<file path="config.mk">
export PLATFORM = sky130hd
export DESIGN_NAME = dec_exe_alu_flat
export DESIGN_NICKNAME = d
export VERILOG_FILES = /design/src/rtl/dec_exe_alu_pkg.sv /design/src/rtl/dec_exe_alu_if.sv /design/src/rtl/dec_exe_alu_alu_core.sv /design/src/rtl/dec_exe_alu.sv /design/src/flat_wrapper.sv
export SDC_FILE = /design/constraint.sdc
export NUM_CORES = 1
export LEC_CHECK = 0
export ABC_AREA = 1
export CAP_MARGIN = 40
export CORE_MARGIN = 2
export CORE_UTILIZATION = 58
export DETAILED_ROUTE_END_ITERATION = 8
export GPL_TIMING_DRIVEN = 1
export PLACE_DENSITY = 0.94
export REMOVE_ABC_BUFFERS = 1
export SYNTH_ARGS = -nofsm -noshare
export SYNTH_HDL_FRONTEND = slang
export SYNTH_HIERARCHICAL = 1
export SYNTH_SLANG_ARGS = --single-unit
</file>
<file path="constraint.sdc">
create_clock -name clk -period 6.1 [get_ports clk]
set_input_delay 0.915 -clock clk [delete_from_list [all_inputs] [get_ports clk]]
set_output_delay 0.915 -clock clk [all_outputs]
set_load 0.02 [all_outputs]
</file>
<file path="src/rtl/dec_exe_alu_pkg.sv">
// Shared decode constants, ALU operation enumeration and decoded-control bundle.
// Latency: n/a (types and constants only).
// Backpressure: n/a.
package dec_exe_alu_pkg;

    // Primary opcodes, inst[31:26]
    localparam logic [5:0] OP_RTYPE = 6'h00;
    localparam logic [5:0] OP_J     = 6'h02;
    localparam logic [5:0] OP_BEQ   = 6'h04;
    localparam logic [5:0] OP_ADDI  = 6'h08;
    localparam logic [5:0] OP_ANDI  = 6'h0C;
    localparam logic [5:0] OP_ORI   = 6'h0D;
    localparam logic [5:0] OP_LW    = 6'h23;
    localparam logic [5:0] OP_SW    = 6'h2B;

    // R-type function codes, inst[5:0]
    localparam logic [5:0] FN_SLL  = 6'h00;
    localparam logic [5:0] FN_SRL  = 6'h02;
    localparam logic [5:0] FN_ADD  = 6'h20;
    localparam logic [5:0] FN_ADDU = 6'h21;
    localparam logic [5:0] FN_SUB  = 6'h22;
    localparam logic [5:0] FN_SUBU = 6'h23;
    localparam logic [5:0] FN_AND  = 6'h24;
    localparam logic [5:0] FN_OR   = 6'h25;
    localparam logic [5:0] FN_NOR  = 6'h27;
    localparam logic [5:0] FN_SLT  = 6'h2A;

    typedef enum logic [2:0] {
        ALU_ADD = 3'b000,
        ALU_SUB = 3'b001,
        ALU_AND = 3'b010,
        ALU_OR  = 3'b011,
        ALU_SLT = 3'b100,
        ALU_SLL = 3'b101,
        ALU_SRL = 3'b110,
        ALU_NOR = 3'b111
    } alu_op_e;

    // Decoder output; ovf_en marks the trapping arithmetic forms
    // (add, addi, sub, beq) whose signed overflow is reported.
    typedef struct packed {
        logic    regdst;
        logic    regwr;
        logic    extop;
        logic    alusrc;
        logic    memwr;
        logic    memtoreg;
        logic    jump;
        logic    branch;
        alu_op_e op;
        logic    ovf_en;
        logic    illegal;
    } ctrl_t;

endpackage

</file>
<file path="src/rtl/dec_exe_alu_if.sv">
// Bundle of instruction/operand inputs and registered decode/execute outputs.
// Latency: n/a (signal grouping only).
// Backpressure: none; the block accepts a new instruction every cycle.
// Ports: inst, rs_val, rt_val in; control flags, signal, register fields,
// offsets, imm, alu_result, zero, overflow, illegal out.
interface dec_exe_alu_if;
    logic [31:0] inst;
    logic [31:0] rs_val;
    logic [31:0] rt_val;

    logic        regdst;
    logic        regwr;
    logic        extop;
    logic        alusrc;
    logic        memwr;
    logic        memtoreg;
    logic        jump;
    logic        branch;
    logic [2:0]  signal;
    logic [4:0]  rs;
    logic [4:0]  rt;
    logic [4:0]  rd;
    logic [15:0] beq_offset;
    logic [25:0] jump_offset;
    logic [31:0] imm;
    logic [31:0] alu_result;
    logic        zero;
    logic        overflow;
    logic        illegal;

    // Instruction source side
    modport master (
        output inst, rs_val, rt_val,
        input  regdst, regwr, extop, alusrc, memwr, memtoreg, jump, branch,
        input  signal, rs, rt, rd, beq_offset, jump_offset, imm,
        input  alu_result, zero, overflow, illegal
    );

    // Decode/execute block side
    modport slave (
        input  inst, rs_val, rt_val,
        output regdst, regwr, extop, alusrc, memwr, memtoreg, jump, branch,
        output signal, rs, rt, rd, beq_offset, jump_offset, imm,
        output alu_result, zero, overflow, illegal
    );
endinterface

</file>
<file path="src/rtl/dec_exe_alu_alu_core.sv">
// Combinational 32-bit ALU: add/sub/and/or/slt/sll/srl/nor with signed-overflow flag.
// Latency: 0 cycles (pure combinational).
// Backpressure: none.
// Ports: a, b operands; shamt shift amount; op operation; result, zero, overflow out.
module alu_core
    import dec_exe_alu_pkg::*;
(
    input  logic [31:0] a,
    input  logic [31:0] b,
    input  logic [4:0]  shamt,
    input  alu_op_e     op,
    output logic [31:0] result,
    output logic        zero,
    output logic        overflow
);

    logic [31:0] sum;
    logic [31:0] diff;

    assign sum  = a + b;
    assign diff = a - b;

    always_comb begin
        result   = '0;
        overflow = 1'b0;
        case (op)
            ALU_ADD: begin
                result   = sum;
                // Same-sign operands producing an opposite-sign sum
                overflow = (a[31] == b[31]) && (sum[31] != a[31]);
            end
            ALU_SUB: begin
                result   = diff;
                // Differing-sign operands where the result flips away from a
                overflow = (a[31] != b[31]) && (diff[31] != a[31]);
            end
            ALU_AND: result = a & b;
            ALU_OR:  result = a | b;
            ALU_SLT: result = {31'd0, ($signed(a) < $signed(b))};
            ALU_SLL: result = b << shamt;
            ALU_SRL: result = b >> shamt;
            ALU_NOR: result = ~(a | b);
        endcase
    end

    assign zero = (result == 32'd0);

endmodule

</file>
<file path="src/rtl/dec_exe_alu.sv">
// MIPS-subset decode + execute stage: decodes inst, runs the ALU, registers everything.
// Latency: 1 cycle from inst/rs_val/rt_val to all outputs.
// Backpressure: none; a new instruction is taken on every rising clk edge.
// Ports: clk, rst (sync active-high); bus (slave) carries inst/operands in, decoded controls and ALU results out.
module dec_exe_alu
    import dec_exe_alu_pkg::*;
(
    input  logic         clk,
    input  logic         rst,
    dec_exe_alu_if.slave bus
);

    logic [5:0]  opcode;
    logic [5:0]  funct;
    logic [4:0]  rs_f;
    logic [4:0]  rt_f;
    logic [4:0]  rd_f;
    logic [4:0]  shamt;
    ctrl_t       ctrl;
    logic        regwr_eff;
    logic [31:0] imm_ext;
    logic [31:0] alu_b;
    logic [31:0] core_result;
    logic        core_zero;
    logic        core_ovf;
    logic [31:0] result_nxt;
    logic        zero_nxt;
    logic        ovf_nxt;

    assign opcode = bus.inst[31:26];
    assign rs_f   = bus.inst[25:21];
    assign rt_f   = bus.inst[20:16];
    assign rd_f   = bus.inst[15:11];
    assign shamt  = bus.inst[10:6];
    assign funct  = bus.inst[5:0];

    // Main decoder
    always_comb begin
        ctrl    = '0;
        ctrl.op = ALU_ADD;
        case (opcode)
            OP_RTYPE: begin
                ctrl.regdst = 1'b1;
                ctrl.regwr  = 1'b1;
                case (funct)
                    FN_ADD:  begin ctrl.op = ALU_ADD; ctrl.ovf_en = 1'b1; end
                    FN_ADDU: ctrl.op = ALU_ADD;
                    FN_SUB:  begin ctrl.op = ALU_SUB; ctrl.ovf_en = 1'b1; end
                    FN_SUBU: ctrl.op = ALU_SUB;
                    FN_AND:  ctrl.op = ALU_AND;
                    FN_OR:   ctrl.op = ALU_OR;
                    FN_NOR:  ctrl.op = ALU_NOR;
                    FN_SLT:  ctrl.op = ALU_SLT;
                    FN_SLL:  ctrl.op = ALU_SLL;
                    FN_SRL:  ctrl.op = ALU_SRL;
                    default: begin
                        ctrl         = '0;
                        ctrl.illegal = 1'b1;
                    end
                endcase
            end
            OP_ADDI: begin
                ctrl.regwr  = 1'b1;
                ctrl.alusrc = 1'b1;
                ctrl.extop  = 1'b1;
                ctrl.ovf_en = 1'b1;
            end
            OP_ANDI: begin
                ctrl.regwr  = 1'b1;
                ctrl.alusrc = 1'b1;
                ctrl.op     = ALU_AND;
            end
            OP_ORI: begin
                ctrl.regwr  = 1'b1;
                ctrl.alusrc = 1'b1;
                ctrl.op     = ALU_OR;
            end
            OP_LW: begin
                ctrl.regwr    = 1'b1;
                ctrl.alusrc   = 1'b1;
                ctrl.extop    = 1'b1;
                ctrl.memtoreg = 1'b1;
            end
            OP_SW: begin
                ctrl.memwr  = 1'b1;
                ctrl.alusrc = 1'b1;
                ctrl.extop  = 1'b1;
            end
            OP_BEQ: begin
                ctrl.branch = 1'b1;
                ctrl.extop  = 1'b1;
                ctrl.op     = ALU_SUB;
                ctrl.ovf_en = 1'b1;
            end
            OP_J: begin
                ctrl.jump = 1'b1;
            end
            default: begin
                ctrl.illegal = 1'b1;
            end
        endcase
    end

    // Writes to $zero are squashed so downstream never sees a live write to r0
    assign regwr_eff = ctrl.regwr && ((ctrl.regdst ? rd_f : rt_f) != 5'd0);

    assign imm_ext = ctrl.extop ? {{16{bus.inst[15]}}, bus.inst[15:0]}
                                : {16'd0, bus.inst[15:0]};
    assign alu_b   = ctrl.alusrc ? imm_ext : bus.rt_val;

    alu_core u_alu_core (
        .a        (bus.rs_val),
        .b        (alu_b),
        .shamt    (shamt),
        .op       (ctrl.op),
        .result   (core_result),
        .zero     (core_zero),
        .overflow (core_ovf)
    );

    // Illegal instructions report a zero result, so zero tracks that
    assign result_nxt = ctrl.illegal ? 32'd0 : core_result;
    assign zero_nxt   = ctrl.illegal ? 1'b1  : core_zero;
    assign ovf_nxt    = ctrl.ovf_en & core_ovf;

    always_ff @(posedge clk) begin
        if (rst) begin
            bus.regdst      <= 1'b0;
            bus.regwr       <= 1'b0;
            bus.extop       <= 1'b0;
            bus.alusrc      <= 1'b0;
            bus.memwr       <= 1'b0;
            bus.memtoreg    <= 1'b0;
            bus.jump        <= 1'b0;
            bus.branch      <= 1'b0;
            bus.signal      <= 3'd0;
            bus.rs          <= 5'd0;
            bus.rt          <= 5'd0;
            bus.rd          <= 5'd0;
            bus.beq_offset  <= 16'd0;
            bus.jump_offset <= 26'd0;
            bus.imm         <= 32'd0;
            bus.alu_result  <= 32'd0;
            bus.zero        <= 1'b0;
            bus.overflow    <= 1'b0;
            bus.illegal     <= 1'b0;
        end else begin
            bus.regdst      <= ctrl.regdst;
            bus.regwr       <= regwr_eff;
            bus.extop       <= ctrl.extop;
            bus.alusrc      <= ctrl.alusrc;
            bus.memwr       <= ctrl.memwr;
            bus.memtoreg    <= ctrl.memtoreg;
            bus.jump        <= ctrl.jump;
            bus.branch      <= ctrl.branch;
            bus.signal      <= ctrl.op;
            bus.rs          <= rs_f;
            bus.rt          <= rt_f;
            bus.rd          <= rd_f;
            bus.beq_offset  <= bus.inst[15:0];
            bus.jump_offset <= bus.inst[25:0];
            bus.imm         <= imm_ext;
            bus.alu_result  <= result_nxt;
            bus.zero        <= zero_nxt;
            bus.overflow    <= ovf_nxt;
            bus.illegal     <= ctrl.illegal;
        end
    end

endmodule

</file>
<file path="src/flat_wrapper.sv">
// flat-port wrapper written by rule: the top's interface ports become plain ports
module dec_exe_alu_flat import dec_exe_alu_pkg::*;
  (clk, rst, bus_inst, bus_rs_val, bus_rt_val, bus_regdst, bus_regwr, bus_extop, bus_alusrc, bus_memwr, bus_memtoreg, bus_jump, bus_branch, bus_signal, bus_rs, bus_rt, bus_rd, bus_beq_offset, bus_jump_offset, bus_imm, bus_alu_result, bus_zero, bus_overflow, bus_illegal);
  dec_exe_alu_if bus_i ();
  input  logic clk;
  input  logic rst;
  input wire logic [$bits(bus_i.inst)-1:0] bus_inst;
  input wire logic [$bits(bus_i.rs_val)-1:0] bus_rs_val;
  input wire logic [$bits(bus_i.rt_val)-1:0] bus_rt_val;
  output wire logic [$bits(bus_i.regdst)-1:0] bus_regdst;
  output wire logic [$bits(bus_i.regwr)-1:0] bus_regwr;
  output wire logic [$bits(bus_i.extop)-1:0] bus_extop;
  output wire logic [$bits(bus_i.alusrc)-1:0] bus_alusrc;
  output wire logic [$bits(bus_i.memwr)-1:0] bus_memwr;
  output wire logic [$bits(bus_i.memtoreg)-1:0] bus_memtoreg;
  output wire logic [$bits(bus_i.jump)-1:0] bus_jump;
  output wire logic [$bits(bus_i.branch)-1:0] bus_branch;
  output wire logic [$bits(bus_i.signal)-1:0] bus_signal;
  output wire logic [$bits(bus_i.rs)-1:0] bus_rs;
  output wire logic [$bits(bus_i.rt)-1:0] bus_rt;
  output wire logic [$bits(bus_i.rd)-1:0] bus_rd;
  output wire logic [$bits(bus_i.beq_offset)-1:0] bus_beq_offset;
  output wire logic [$bits(bus_i.jump_offset)-1:0] bus_jump_offset;
  output wire logic [$bits(bus_i.imm)-1:0] bus_imm;
  output wire logic [$bits(bus_i.alu_result)-1:0] bus_alu_result;
  output wire logic [$bits(bus_i.zero)-1:0] bus_zero;
  output wire logic [$bits(bus_i.overflow)-1:0] bus_overflow;
  output wire logic [$bits(bus_i.illegal)-1:0] bus_illegal;
  assign bus_i.inst = bus_inst;
  assign bus_i.rs_val = bus_rs_val;
  assign bus_i.rt_val = bus_rt_val;
  assign bus_regdst = bus_i.regdst;
  assign bus_regwr = bus_i.regwr;
  assign bus_extop = bus_i.extop;
  assign bus_alusrc = bus_i.alusrc;
  assign bus_memwr = bus_i.memwr;
  assign bus_memtoreg = bus_i.memtoreg;
  assign bus_jump = bus_i.jump;
  assign bus_branch = bus_i.branch;
  assign bus_signal = bus_i.signal;
  assign bus_rs = bus_i.rs;
  assign bus_rt = bus_i.rt;
  assign bus_rd = bus_i.rd;
  assign bus_beq_offset = bus_i.beq_offset;
  assign bus_jump_offset = bus_i.jump_offset;
  assign bus_imm = bus_i.imm;
  assign bus_alu_result = bus_i.alu_result;
  assign bus_zero = bus_i.zero;
  assign bus_overflow = bus_i.overflow;
  assign bus_illegal = bus_i.illegal;
  dec_exe_alu u_core (.clk(clk), .rst(rst), .bus(bus_i));
endmodule
</file>
==> key figures <==
Status
  • Outcome: finished, violations left
  • Violated checks: design-rule violations

GRT
  • Gr usage total: 0.479
  • Largest net degree at the start of global routing: 67
  • Vias in the first global route: 15,600
  • First-pass GRT wire length: 88.1 mm
  • GR Overflow Total: 0
  • Initial antenna violation count: 1

Clock tree
  • Cts-stage hold buffer count: 0
  • H-tree depth: 3
  • Cts repair resizes: 0
  • Clock sinks: 73
  • Post-CTS setup buffers: 0
  • CTS buffer count: 9
  • CTS tree: done
  • Clock slew seen by the registers of the worst setup and hold paths: roughly 0.070 ns
  • Clk buf depth: 2
  • CTS root buffer: clkbuf_16

Critical path
  • Crit path launch type: input pin
  • Kind of critical path: input pin to flip-flop
  • CP max FO: 34
  • CP Data Required Time: 6.38 ns
  • Worst Path Arrival: 5.94 ns
  • CP endpoint kind: flip-flop

Final layout
  • Final #Nets: ~2,800
  • Layout Utilization: 0.690
  • Multi-input combinational cell area: around 0.0092 mm2
  • Diodes inserted: 0
  • Layout area overhead: 17.4%
  • Layout cell share with drive strength beyond 1: 0.0438
  • Reg area: 0.00146 mm2
  • Fillers: about 2,100

Drt
  • WL final: 60.5 mm
  • DRC Markers: 3
  • Routed WL per cell: 20.6 um
  • Initial DRT Pass Iterations: 9
  • Initial DRC Count: 3,053
  • Via/cell ratio: 6.08
  • Routed Antenna Nets: 0
  • Vias after detailed routing: 17,800

Worst hold path
  • WHS Endpoint: u_core/bus.beq_offset[8]
  • Min-delay src: bus_inst[8]
  • Hold Path Cell Cnt: 3
  • Hold Path Class: input pin to flip-flop

Floorplanning
  • Site Rows: 55
  • I/O pins: roughly 230
  • Die Wd: 155 um
  • Initial core utilization: 0.588
  • Die Ht: 155 um
  • Die area: 0.0240 mm2
  • Core Region: 0.0225 mm2

Logic synthesis
  • Seq/Total Area, Yosys: 0.111
  • Number of synthesized flops with an enable pin: 0
  • Syn avg cell area: between 5 and 6 um2
  • Synth Flop Type: dfxtp_1
  • Distinct cells, synth: between 40 and 50
  • Synthesis Warnings: 6
  • Cell Area, Synth: 0.0132 mm2
  • Seq cells post-synth: 73
  • Asr flop ratio synth: 0
  • Cell count after synthesis: between 2,000 and 3,000

Pwr
  • P_leak: 0.00836 uW
  • Peak VDD IR: roughly 130 uV
  • Switching fraction of total power: 0.496
  • Pwr/cell area: 156 mW/mm2
  • Pint: around 1200 uW
  • Clock Power Share: 0.228
  • P_sw: between 1000 and 1500 uW
  • Combinational group share of total power: 0.564
  • Flop pwr share: 0.209

Job
  • Max Cap Viol: 0

Timing
  • Final setup fails: 0
  • Slew Limit Fails: 0
  • Slew @ Worst Pin: between 0.9 and 1 ns
  • Tmin final: 5.67 ns
  • Max transition margin: 0.385
  • FMAX: 176 MHz
  • Fin Setup TNS: 0 ns
  • Unrepaired setup endpoints after global routing: no
  • Final cycle utilization of the critical path: 0.929
  • WHS: 0.834 ns
  • Final hold viol count: 0

Placed design
  • Routability congestion estimate: 1.17
  • Port bufs: between 200 and 250
  • Detail Placement HPWL: 49.4 mm
==> power groups by stage <==
stage	Combinational (uW)	Clock, uW	Sequential [uW]
3_5_place_dp	1290	0	517
4_1_cts	1300	549	506
2_1_floorplan	747	0	561
3_3_place_gp	1280	0	515
5_1_grt	1450	570	507
6_report	1360	550	505
==> how the worst max path moves through the flow <==
stage                       from                   to  slack, ns  depth (start not counted)
floorplan           bus_inst[28]      u_core/bus.zero       2.00                         25
global placement    bus_inst[28]      u_core/bus.zero       0.52                         27
detailed placement  bus_inst[28]      u_core/bus.zero       0.39                         26
CTS                 bus_inst[28]      u_core/bus.zero       0.75                         27
global route        bus_inst[28]      u_core/bus.zero       0.27                         26
finish              bus_inst[28]  u_core/bus.overflow       0.43                         22
==> metal layers <==
| layer | global-route usage | up-vias | routed length, um |
|---|---|---|---|
| li1 | - | 8142 | - |
| met1 | 0.582 | 7829 | 21300 |
| met2 | 0.745 | 1523 | 25700 |
| met3 | 0.134 | 335 | 8630 |
| met4 | 0.310 | 2 | 4820 |
| met5 | 0 | - | 15 |
==> synthesized netlist by cell type (7+ instances only) <==
| master | instances | share of area |
|---|---|---|
| a21oi_1 | 67 | 0.025 |
| a22oi_1 | 11 | 0.0062 |
| and2_1 | 16 | 0.0076 |
| buf_1 | 10 | 0.0028 |
| buf_2 | 51 | 0.019 |
| buf_4 | 64 | 0.036 |
| buf_6 | 9 | 0.0077 |
| clkbuf_1 | 30 | 0.0085 |
| dfxtp_1 | 73 | 0.11 |
| ha_1 | 96 | 0.091 |
| inv_1 | 399 | 0.11 |
| nand2_1 | 738 | 0.21 |
| nand3_1 | 428 | 0.16 |
| nand4_1 | 38 | 0.018 |
| nor2_1 | 263 | 0.075 |
| nor2_2 | 34 | 0.016 |
| nor3_1 | 23 | 0.0087 |
| o211ai_1 | 16 | 0.0091 |
| o21ai_0 | 68 | 0.026 |
| o21ai_1 | 11 | 0.0042 |
| o22ai_1 | 7 | 0.0033 |
| xor2_1 | 9 | 0.0060 |
==> sequential cells by signal, indices dropped and copies added (netlist names), 2 cells and up <==
| name | count |
|---|---|
| u_core/bus.rd | 4 |
| u_core/bus.beq_offset | 11 |
| u_core/bus.jump_offset | 2 |
| u_core/bus.rt | 4 |
| u_core/bus.signal | 3 |
| u_core/bus.rs | 5 |
| u_core/bus.alu_result | 32 |
==> placed cells by master, fill, tap and decap left out, types with 6 or more instances in the layout <==
cell type and count:
nor2_2 34, o211ai_1 16, ha_1 96, nand4_1 38, dfxtp_1 73, nor3_1 23, o21ai_0 68, clkbuf_16 9
nand2_1 738, a22oi_1 11, a21oi_1 67, and2_1 16, o21ai_1 11, nand3_1 428, buf_4 44, nor2_1 263
o22ai_1 7, nand3b_1 6, clkdlybuf4s50_1 230, xor2_1 9, inv_1 399
==> logic make-up after synthesis <==
| family | Yosys count | synth area share |
|---|---|---|
| simple gates | 1566 | 0.513 |
| buf+inv | 573 | 0.191 |
| compound gates | 198 | 0.0847 |
| fa+ha+maj | 98 | 0.0939 |
| flops | 73 | 0.111 |
| xor+xnor | 9 | 0.00596 |
| mux | 1 | 0.000757 |
==> worst max-delay path, stage by stage <==
cell,delay (ns)
clkdlybuf4s50_1,0.57
nor2_1,0.11
nand3_1,0.18
nand2_1,0.12
nor2_4,0.57
nand2_1,0.09
o21ai_0,0.35
inv_1,0.17
ha_1,0.45
inv_1,0.18
nand2_1,0.12
nand3_1,0.16
nand2_1,0.09
nand2_1,0.17
nand2_1,0.08
nand2_1,0.13
nand2_1,0.09
nand2_1,0.11
nor2_1,0.05
o41ai_1,0.57
nand2_1,0.39
a31oi_1,0.25
==> layout make-up <==
type / count / share of cell area
Inverter: 408 / 0.0988
Clock buffer: 9 / 0.0145
Sequential cell: 73 / 0.0941
Tap cell: 285 / 0.0230
Multi-Input combinational cell: 1872 / 0.595
Clock inverter: 7 / 0.00395
Timing Repair Buffer: 277 / 0.171
==> stage by stage <==
step	instance area (um2)	instances	power (uW)	worst slack, ns
6_report	15500	2931	2420	0.432
5_1_grt	15500	2931	2530	0.269
4_1_cts	15500	2930	2350	0.748
3_5_place_dp	15200	2914	1810	0.391
3_3_place_gp	15200	2914	1790	0.519
2_1_floorplan	12200	2353	1310	2.00
Note: power is estimated with default switching activity, not from simulation.
